## config.mk

```make
export PLATFORM = sky130hd
export DESIGN_NAME = mips_multicycle_controller
export DESIGN_NICKNAME = d
export VERILOG_FILES = /design/src/rtl/mips_multicycle_controller_pkg.sv /design/src/rtl/mips_multicycle_controller_aludec.sv /design/src/rtl/mips_multicycle_controller.sv
export SDC_FILE = /design/constraint.sdc
export NUM_CORES = 1
export LEC_CHECK = 0
export BUFFER_PORTS_ARGS = -buffer_cell sky130_fd_sc_hd__buf_2
export CORE_ASPECT_RATIO = 0.75
export CORE_MARGIN = 3
export CORE_UTILIZATION = 39
export CTS_CLUSTER_SIZE = 40
export DETAILED_ROUTE_END_ITERATION = 7
export GPL_TIMING_DRIVEN = 0
export PLACE_DENSITY = 0.75
export SYNTH_ARGS = -nofsm -noshare
export SYNTH_HDL_FRONTEND = slang
export SYNTH_SLANG_ARGS = --single-unit
```

## constraint.sdc

```tcl
create_clock -name clk -period 5.1 [get_ports clk]
set_input_delay 0.255 -clock clk [delete_from_list [all_inputs] [get_ports clk]]
set_output_delay 0.255 -clock clk [all_outputs]
set_load 0.005 [all_outputs]
```

## src/rtl/mips_multicycle_controller_pkg.sv

```systemverilog
// Shared definitions for the multicycle MIPS controller: opcode/funct
// constants, ALU codes, the FSM state type and the per-state control word.
package mips_pkg;

    localparam logic [5:0] OP_RTYPE = 6'b000000;
    localparam logic [5:0] OP_LW    = 6'b100011;
    localparam logic [5:0] OP_SW    = 6'b101011;
    localparam logic [5:0] OP_BEQ   = 6'b000100;
    localparam logic [5:0] OP_BNE   = 6'b000101;
    localparam logic [5:0] OP_ADDI  = 6'b001000;
    localparam logic [5:0] OP_J     = 6'b000010;

    localparam logic [5:0] F_ADD = 6'b100000;
    localparam logic [5:0] F_SUB = 6'b100010;
    localparam logic [5:0] F_AND = 6'b100100;
    localparam logic [5:0] F_OR  = 6'b100101;
    localparam logic [5:0] F_SLT = 6'b101010;

    localparam logic [2:0] ALU_ADD = 3'b010;
    localparam logic [2:0] ALU_SUB = 3'b110;
    localparam logic [2:0] ALU_AND = 3'b000;
    localparam logic [2:0] ALU_OR  = 3'b001;
    localparam logic [2:0] ALU_SLT = 3'b111;

    localparam logic [1:0] ALUOP_ADD   = 2'b00;
    localparam logic [1:0] ALUOP_SUB   = 2'b01;
    localparam logic [1:0] ALUOP_FUNCT = 2'b10;

    typedef enum logic [3:0] {
        FETCH    = 4'd0,
        DECODE   = 4'd1,
        MEMADR   = 4'd2,
        MEMRD    = 4'd3,
        MEMWB    = 4'd4,
        MEMWR    = 4'd5,
        EXECUTE  = 4'd6,
        ALUWB    = 4'd7,
        BRANCH   = 4'd8,
        ADDIEXEC = 4'd9,
        ADDIWB   = 4'd10,
        JUMP     = 4'd11
    } state_t;

    // fetchwr marks FETCH: irwrite and the fetch PC update are both gated by
    // mem_ready outside the register, so they track the handshake same-cycle.
    typedef struct packed {
        logic       memwrite;
        logic       iord;
        logic       fetchwr;
        logic       regdst;
        logic       memtoreg;
        logic       regwrite;
        logic       alusrca;
        logic [1:0] alusrcb;
        logic [1:0] pcsrc;
        logic [1:0] aluop;
        logic       pcwrite;
        logic       branch;
    } ctrl_t;

    // Moore control word for a state; anything not set here stays 0.
    function automatic ctrl_t state_ctrl(state_t s);
        ctrl_t c;
        c = '0;
        case (s)
            FETCH: begin
                c.fetchwr = 1'b1;
                c.alusrcb = 2'b01;
            end
            DECODE: begin
                c.alusrcb = 2'b11;
            end
            MEMADR: begin
                c.alusrca = 1'b1;
                c.alusrcb = 2'b10;
            end
            MEMRD: begin
                c.iord = 1'b1;
            end
            MEMWB: begin
                c.memtoreg = 1'b1;
                c.regwrite = 1'b1;
            end
            MEMWR: begin
                c.iord     = 1'b1;
                c.memwrite = 1'b1;
            end
            EXECUTE: begin
                c.alusrca = 1'b1;
                c.aluop   = ALUOP_FUNCT;
            end
            ALUWB: begin
                c.regdst   = 1'b1;
                c.regwrite = 1'b1;
            end
            BRANCH: begin
                c.alusrca = 1'b1;
                c.aluop   = ALUOP_SUB;
                c.pcsrc   = 2'b01;
                c.branch  = 1'b1;
            end
            ADDIEXEC: begin
                c.alusrca = 1'b1;
                c.alusrcb = 2'b10;
            end
            ADDIWB: begin
                c.regwrite = 1'b1;
            end
            JUMP: begin
                c.pcsrc   = 2'b10;
                c.pcwrite = 1'b1;
            end
            default: c = '0;
        endcase
        return c;
    endfunction

endpackage

```

## src/rtl/mips_multicycle_controller_aludec.sv

```systemverilog
// ALU decoder: maps the FSM's aluop and the instruction funct field to the
// ALU control code, flagging functs the ALU does not implement.
module mips_aludec
    import mips_pkg::*;
#(
    parameter int FUNCTW = 6,
    parameter int ALUCW  = 3
) (
    input  logic [1:0]        aluop,
    input  logic [FUNCTW-1:0] funct,
    output logic [ALUCW-1:0]  alucontrol,
    output logic              bad_funct
);

    // Unknown functs fall back to add so the instruction still completes.
    always_comb begin
        alucontrol = ALU_ADD;
        bad_funct  = 1'b0;
        case (aluop)
            ALUOP_SUB: alucontrol = ALU_SUB;
            ALUOP_FUNCT: begin
                case (funct)
                    F_ADD:   alucontrol = ALU_ADD;
                    F_SUB:   alucontrol = ALU_SUB;
                    F_AND:   alucontrol = ALU_AND;
                    F_OR:    alucontrol = ALU_OR;
                    F_SLT:   alucontrol = ALU_SLT;
                    default: bad_funct  = 1'b1;
                endcase
            end
            default: alucontrol = ALU_ADD;
        endcase
    end

endmodule

```

## src/rtl/mips_multicycle_controller.sv

```systemverilog
// Multicycle MIPS control unit: a Moore FSM sequencing each instruction over
// 3-5 cycles with a memory-ready wait handshake and illegal-opcode flagging.
// Optional macro MIPS_BNE_EN adds bne (branch when not zero).
module mips_multicycle_controller
    import mips_pkg::*;
#(
    parameter int OPW    = 6,
    parameter int FUNCTW = 6,
    parameter int ALUCW  = 3
) (
    input  logic              clk,
    input  logic              reset,
    input  logic [OPW-1:0]    op,
    input  logic [FUNCTW-1:0] funct,
    input  logic              zero,
    input  logic              mem_ready,
    output logic              memwrite,
    output logic              iord,
    output logic              irwrite,
    output logic              regdst,
    output logic              memtoreg,
    output logic              regwrite,
    output logic              alusrca,
    output logic [1:0]        alusrcb,
    output logic [1:0]        pcsrc,
    output logic              pcen,
    output logic [ALUCW-1:0]  alucontrol,
    output logic              illegal,
    output logic [3:0]        state_o
);

    state_t state;
    state_t nextstate;
    ctrl_t  ctl;
    logic   isstore;
    logic   legalop;
    logic   branchcond;
    logic   badfunct;
    logic   fetchgo;

`ifdef MIPS_BNE_EN
    logic   isbne;
`endif

    // Opcodes this controller can sequence; anything else is flagged in DECODE.
    always_comb begin
        legalop = 1'b0;
        case (op)
            OP_LW, OP_SW, OP_RTYPE, OP_BEQ, OP_ADDI, OP_J: legalop = 1'b1;
`ifdef MIPS_BNE_EN
            OP_BNE: legalop = 1'b1;
`endif
            default: legalop = 1'b0;
        endcase
    end

    // Next-state logic; op is only consulted in DECODE, lw/sw choice uses the tag.
    always_comb begin
        nextstate = FETCH;
        case (state)
            FETCH:  nextstate = mem_ready ? DECODE : FETCH;
            DECODE: begin
                case (op)
                    OP_LW, OP_SW: nextstate = MEMADR;
                    OP_RTYPE:     nextstate = EXECUTE;
                    OP_BEQ:       nextstate = BRANCH;
`ifdef MIPS_BNE_EN
                    OP_BNE:       nextstate = BRANCH;
`endif
                    OP_ADDI:      nextstate = ADDIEXEC;
                    OP_J:         nextstate = JUMP;
                    default:      nextstate = FETCH;
                endcase
            end
            MEMADR:   nextstate = isstore ? MEMWR : MEMRD;
            MEMRD:    nextstate = mem_ready ? MEMWB : MEMRD;
            MEMWB:    nextstate = FETCH;
            MEMWR:    nextstate = mem_ready ? FETCH : MEMWR;
            EXECUTE:  nextstate = ALUWB;
            ALUWB:    nextstate = FETCH;
            BRANCH:   nextstate = FETCH;
            ADDIEXEC: nextstate = ADDIWB;
            ADDIWB:   nextstate = FETCH;
            JUMP:     nextstate = FETCH;
            default:  nextstate = FETCH;
        endcase
    end

    // State register with the control word registered alongside it, plus the
    // instruction tags captured in DECODE so later states never look at op.
    always_ff @(posedge clk) begin
        if (reset) begin
            state   <= FETCH;
            ctl     <= state_ctrl(FETCH);
            isstore <= 1'b0;
`ifdef MIPS_BNE_EN
            isbne   <= 1'b0;
`endif
        end else begin
            state <= nextstate;
            ctl   <= state_ctrl(nextstate);
            if (state == DECODE) begin
                isstore <= (op == OP_SW);
`ifdef MIPS_BNE_EN
                isbne   <= (op == OP_BNE);
`endif
            end
        end
    end

`ifdef MIPS_BNE_EN
    assign branchcond = isbne ? ~zero : zero;
`else
    assign branchcond = zero;
`endif

    mips_aludec #(
        .FUNCTW(FUNCTW),
        .ALUCW (ALUCW)
    ) u_aludec (
        .aluop     (ctl.aluop),
        .funct     (funct),
        .alucontrol(alucontrol),
        .bad_funct (badfunct)
    );

    assign fetchgo  = ctl.fetchwr & mem_ready;
    assign memwrite = ctl.memwrite;
    assign iord     = ctl.iord;
    assign irwrite  = fetchgo;
    assign regdst   = ctl.regdst;
    assign memtoreg = ctl.memtoreg;
    assign regwrite = ctl.regwrite;
    assign alusrca  = ctl.alusrca;
    assign alusrcb  = ctl.alusrcb;
    assign pcsrc    = ctl.pcsrc;
    assign pcen     = fetchgo | ctl.pcwrite | (ctl.branch & branchcond);
    assign illegal  = ((state == DECODE) & ~legalop) | badfunct;
    assign state_o  = state;

endmodule

```

==> results.yml <==
critical_path:
  arrival_ns: 2.45
  worstSetupPathType: "register to register"
  critPathRequiredTime_ns: 5.32
  r2r_cells: 6
  worst-path-max-fanout: 10
  r2r-start: "state_o[0]$_SDFF_PP0_"
  max_stage_delay_ns: 0.50
  crit_slowest_cell: "or4_1"
  path_cells: "or3b_1, buf_6, a211o_1, and3_4, or4_1, a21oi_1"
  rrSetupSlack_ns: 2.86
  timing.rr.end: "iord$_SDFF_PP0_"
  worst_setup_path_end_kind: "register"
  cp-start-kind: "register"
synthesis:
  synth_top_flop_cell: "dfxtp_1"
  synthCells: 127
  synth_nets: 145
  synth.yosys.seq_area_share: 0.345
  avgSynthCellArea_um2: 8.23
  yosys-top-cells-count: "18 x dfxtp_1, 13 x nor2_1, 9 x nor3_1"
  ys_seq_elements: 18
  synth_area_mm2: 0.00104
  yosysUniqueCellTypes: 44
  synth-edff-count: 0
  yosysMostFrequentCell: "dfxtp_1"
  synth_area_leaders: "dfxtp_1 34%, nor2_1 4.7%, nor3_1 4.3%"
  yosysWarnings: 0
  yosysTopAreaCell: "dfxtp_1"
  synth_top_area_share: 0.345
  async_flop_share: 0
clock_network:
  cts_hold_buf: 0
  clk_path_buf_depth: 2
  htreeDepth: 1
  clk_pin_slew_ns: 0.11
  root_buffer: "clkbuf_4"
  cts_tree: "yes"
  postCtsSetupBuffers: 0
  clkSinkCount: 18
  cts_made_buffers: 3
  cts-resized-gates: 0
  worstSkewPairLatency_ns: 0.30
floorplanning:
  dieArea_mm2: 0.00334
  fp.dieW_um: 65.8
  placementRows: 15
  ios: 36
  core_mm2: 0.00242
  die_h_um: 50.8
  start_util: 0.432
global_routing:
  antenna_found_initial: 0
  grt_first_pass_wirelength_um: 4080
  grt_max_degree: 11
  grt_overflow: 0
  grtUsageTotal: 0.156
  first_global_vias: 939
min_path:
  hold_depth: 2
  holdPathEnd: "memwrite$_SDFF_PP0_"
  hold_start: "reset"
  min_path_type: "input pin to register"
detailed_routing:
  maxUsedRoutingLayer: "met3"
  firstDrtPassIters: 4
  viasPerCell: 5.22
  wl_met3_um: 253
  routed_wl_um: 2420
  wl_met1_um: 1080
  vias: 1038
  drt_iter0_drc: 37
  ant_nets: 0
  wl_met2_um: 1080
  drc: 0
  wl_per_cell_um: 12.2
final_layout:
  multi_input_comb_area_um2: 606
  diodes: 0
  area_growth_pct: 23.8
  final_nets: 184
  seq_area_um2: 360
  fin_area_mm2: 0.00129
  drive_gt1_frac: 0.358
  n_fill_cell: 234
sta:
  period_share: 0.439
  setup_slack_ns: 2.86
  maxSlewViolCount: 0
  setup_viol: 0
  whs_ns: 0.172
  final.setup_skew_ns: 0.0139
  worst_pin_slew_ns: 0.407
  rsz0062_at_grt: "no"
  hold_viol_final: 0
  tns_ns: 0
  maxSlewHeadroom: 0.728
  min_period_ns: 2.24
  max_freq_mhz: 447
status:
  status: "finished, final reports clean"
placed_design:
  pre_cts_ws_ns: 2.92
  io_buffers: 34
  gp_congestion: 0.845
  place_area_mm2: 0.00126
  hpwl_um: 1930
power:
  irDropWorstVdd_mv: 0.122
  power_leakage_nw: 0.555
  power-per-cell-area_mw_per_mm2: 210
flow_run:
  maxCapViolations: 0
worst max-delay path, delay by kind of cell, from the launching register on:
kind,cells,cell delay (ns)
buffers and inverters,1,0.15
AOI/OAI and AO/OA,2,0.43
and+or+nand+nor,3,1.10
DFF,1,0.47
cell usage in the layout (no fill, tap or decap), types with 3 or more instances in the layout:
master	count
inv_1	5
nand2_1	7
a211o_1	3
nor3b_1	5
buf_2	34
a21oi_1	8
clkbuf_4	3
dfxtp_1	18
buf_4	6
nand3_1	3
nor2_1	13
o21ai_0	7
or2_2	3
nor3_1	9
kinds of logic after synthesis:
group                    count (synthesis)  share of synthesized area
buffers and inverters                   13                     0.0754
AO/OA/AOI/OAI                           31                      0.195
XOR/XNOR                                 2                     0.0168
flip-flops                              18                      0.345
adder cells (fa/ha/maj)                  2                     0.0239
multiplexers                             1                    0.00958
AND/OR/NAND/NOR                         60                      0.334
layer usage:
metal	vias up	track usage
met5	-	0
met3	0	0.0484
met1	466	0.208
met4	0	0.0379
li1	527	-
met2	45	0.245
worst max path at each step:
| stage | startpoint | endpoint | slack (ns) | cells past startpoint |
|---|---|---|---|---|
| 6_report | state_o[0]$_SDFF_PP0_ | iord$_SDFF_PP0_ | 2.86 | 6 |
| 5_1_grt | state_o[0]$_SDFF_PP0_ | iord$_SDFF_PP0_ | 2.74 | 6 |
| 4_1_cts | state_o[0]$_SDFF_PP0_ | iord$_SDFF_PP0_ | 2.88 | 6 |
| 3_5_place_dp | state_o[0]$_SDFF_PP0_ | iord$_SDFF_PP0_ | 2.92 | 6 |
| 3_3_place_gp | state_o[0]$_SDFF_PP0_ | iord$_SDFF_PP0_ | 2.96 | 6 |
| 2_1_floorplan | state_o[0]$_SDFF_PP0_ | iord$_SDFF_PP0_ | 3.05 | 6 |
stage by stage:
stage,total power [mW],util,instances
finish,0.272,0.534,199
global route,0.286,0.534,199
CTS,0.274,0.534,199
detailed placement,0.188,0.519,195
global placement,0.187,0.519,195
floorplan,0.172,-,127
where the power goes:
part | internal, mW | switching (mW) | leakage (nW)
registers | 0.143 | 0.00185 | 0.146
clock network | 0.0435 | 0.0430 | 0.0210
logic | 0.0196 | 0.0210 | 0.388
cell type report:
class / count / area share
tap: 34 / 0.0329
buffer: 8 / 0.0464
sequential: 18 / 0.279
multi-input combinational: 96 / 0.468
inverter: 5 / 0.0145
clock buffer: 4 / 0.0280
timing repair buffer: 34 / 0.132
No activity file was read; power rests on OpenSTA's default activity.
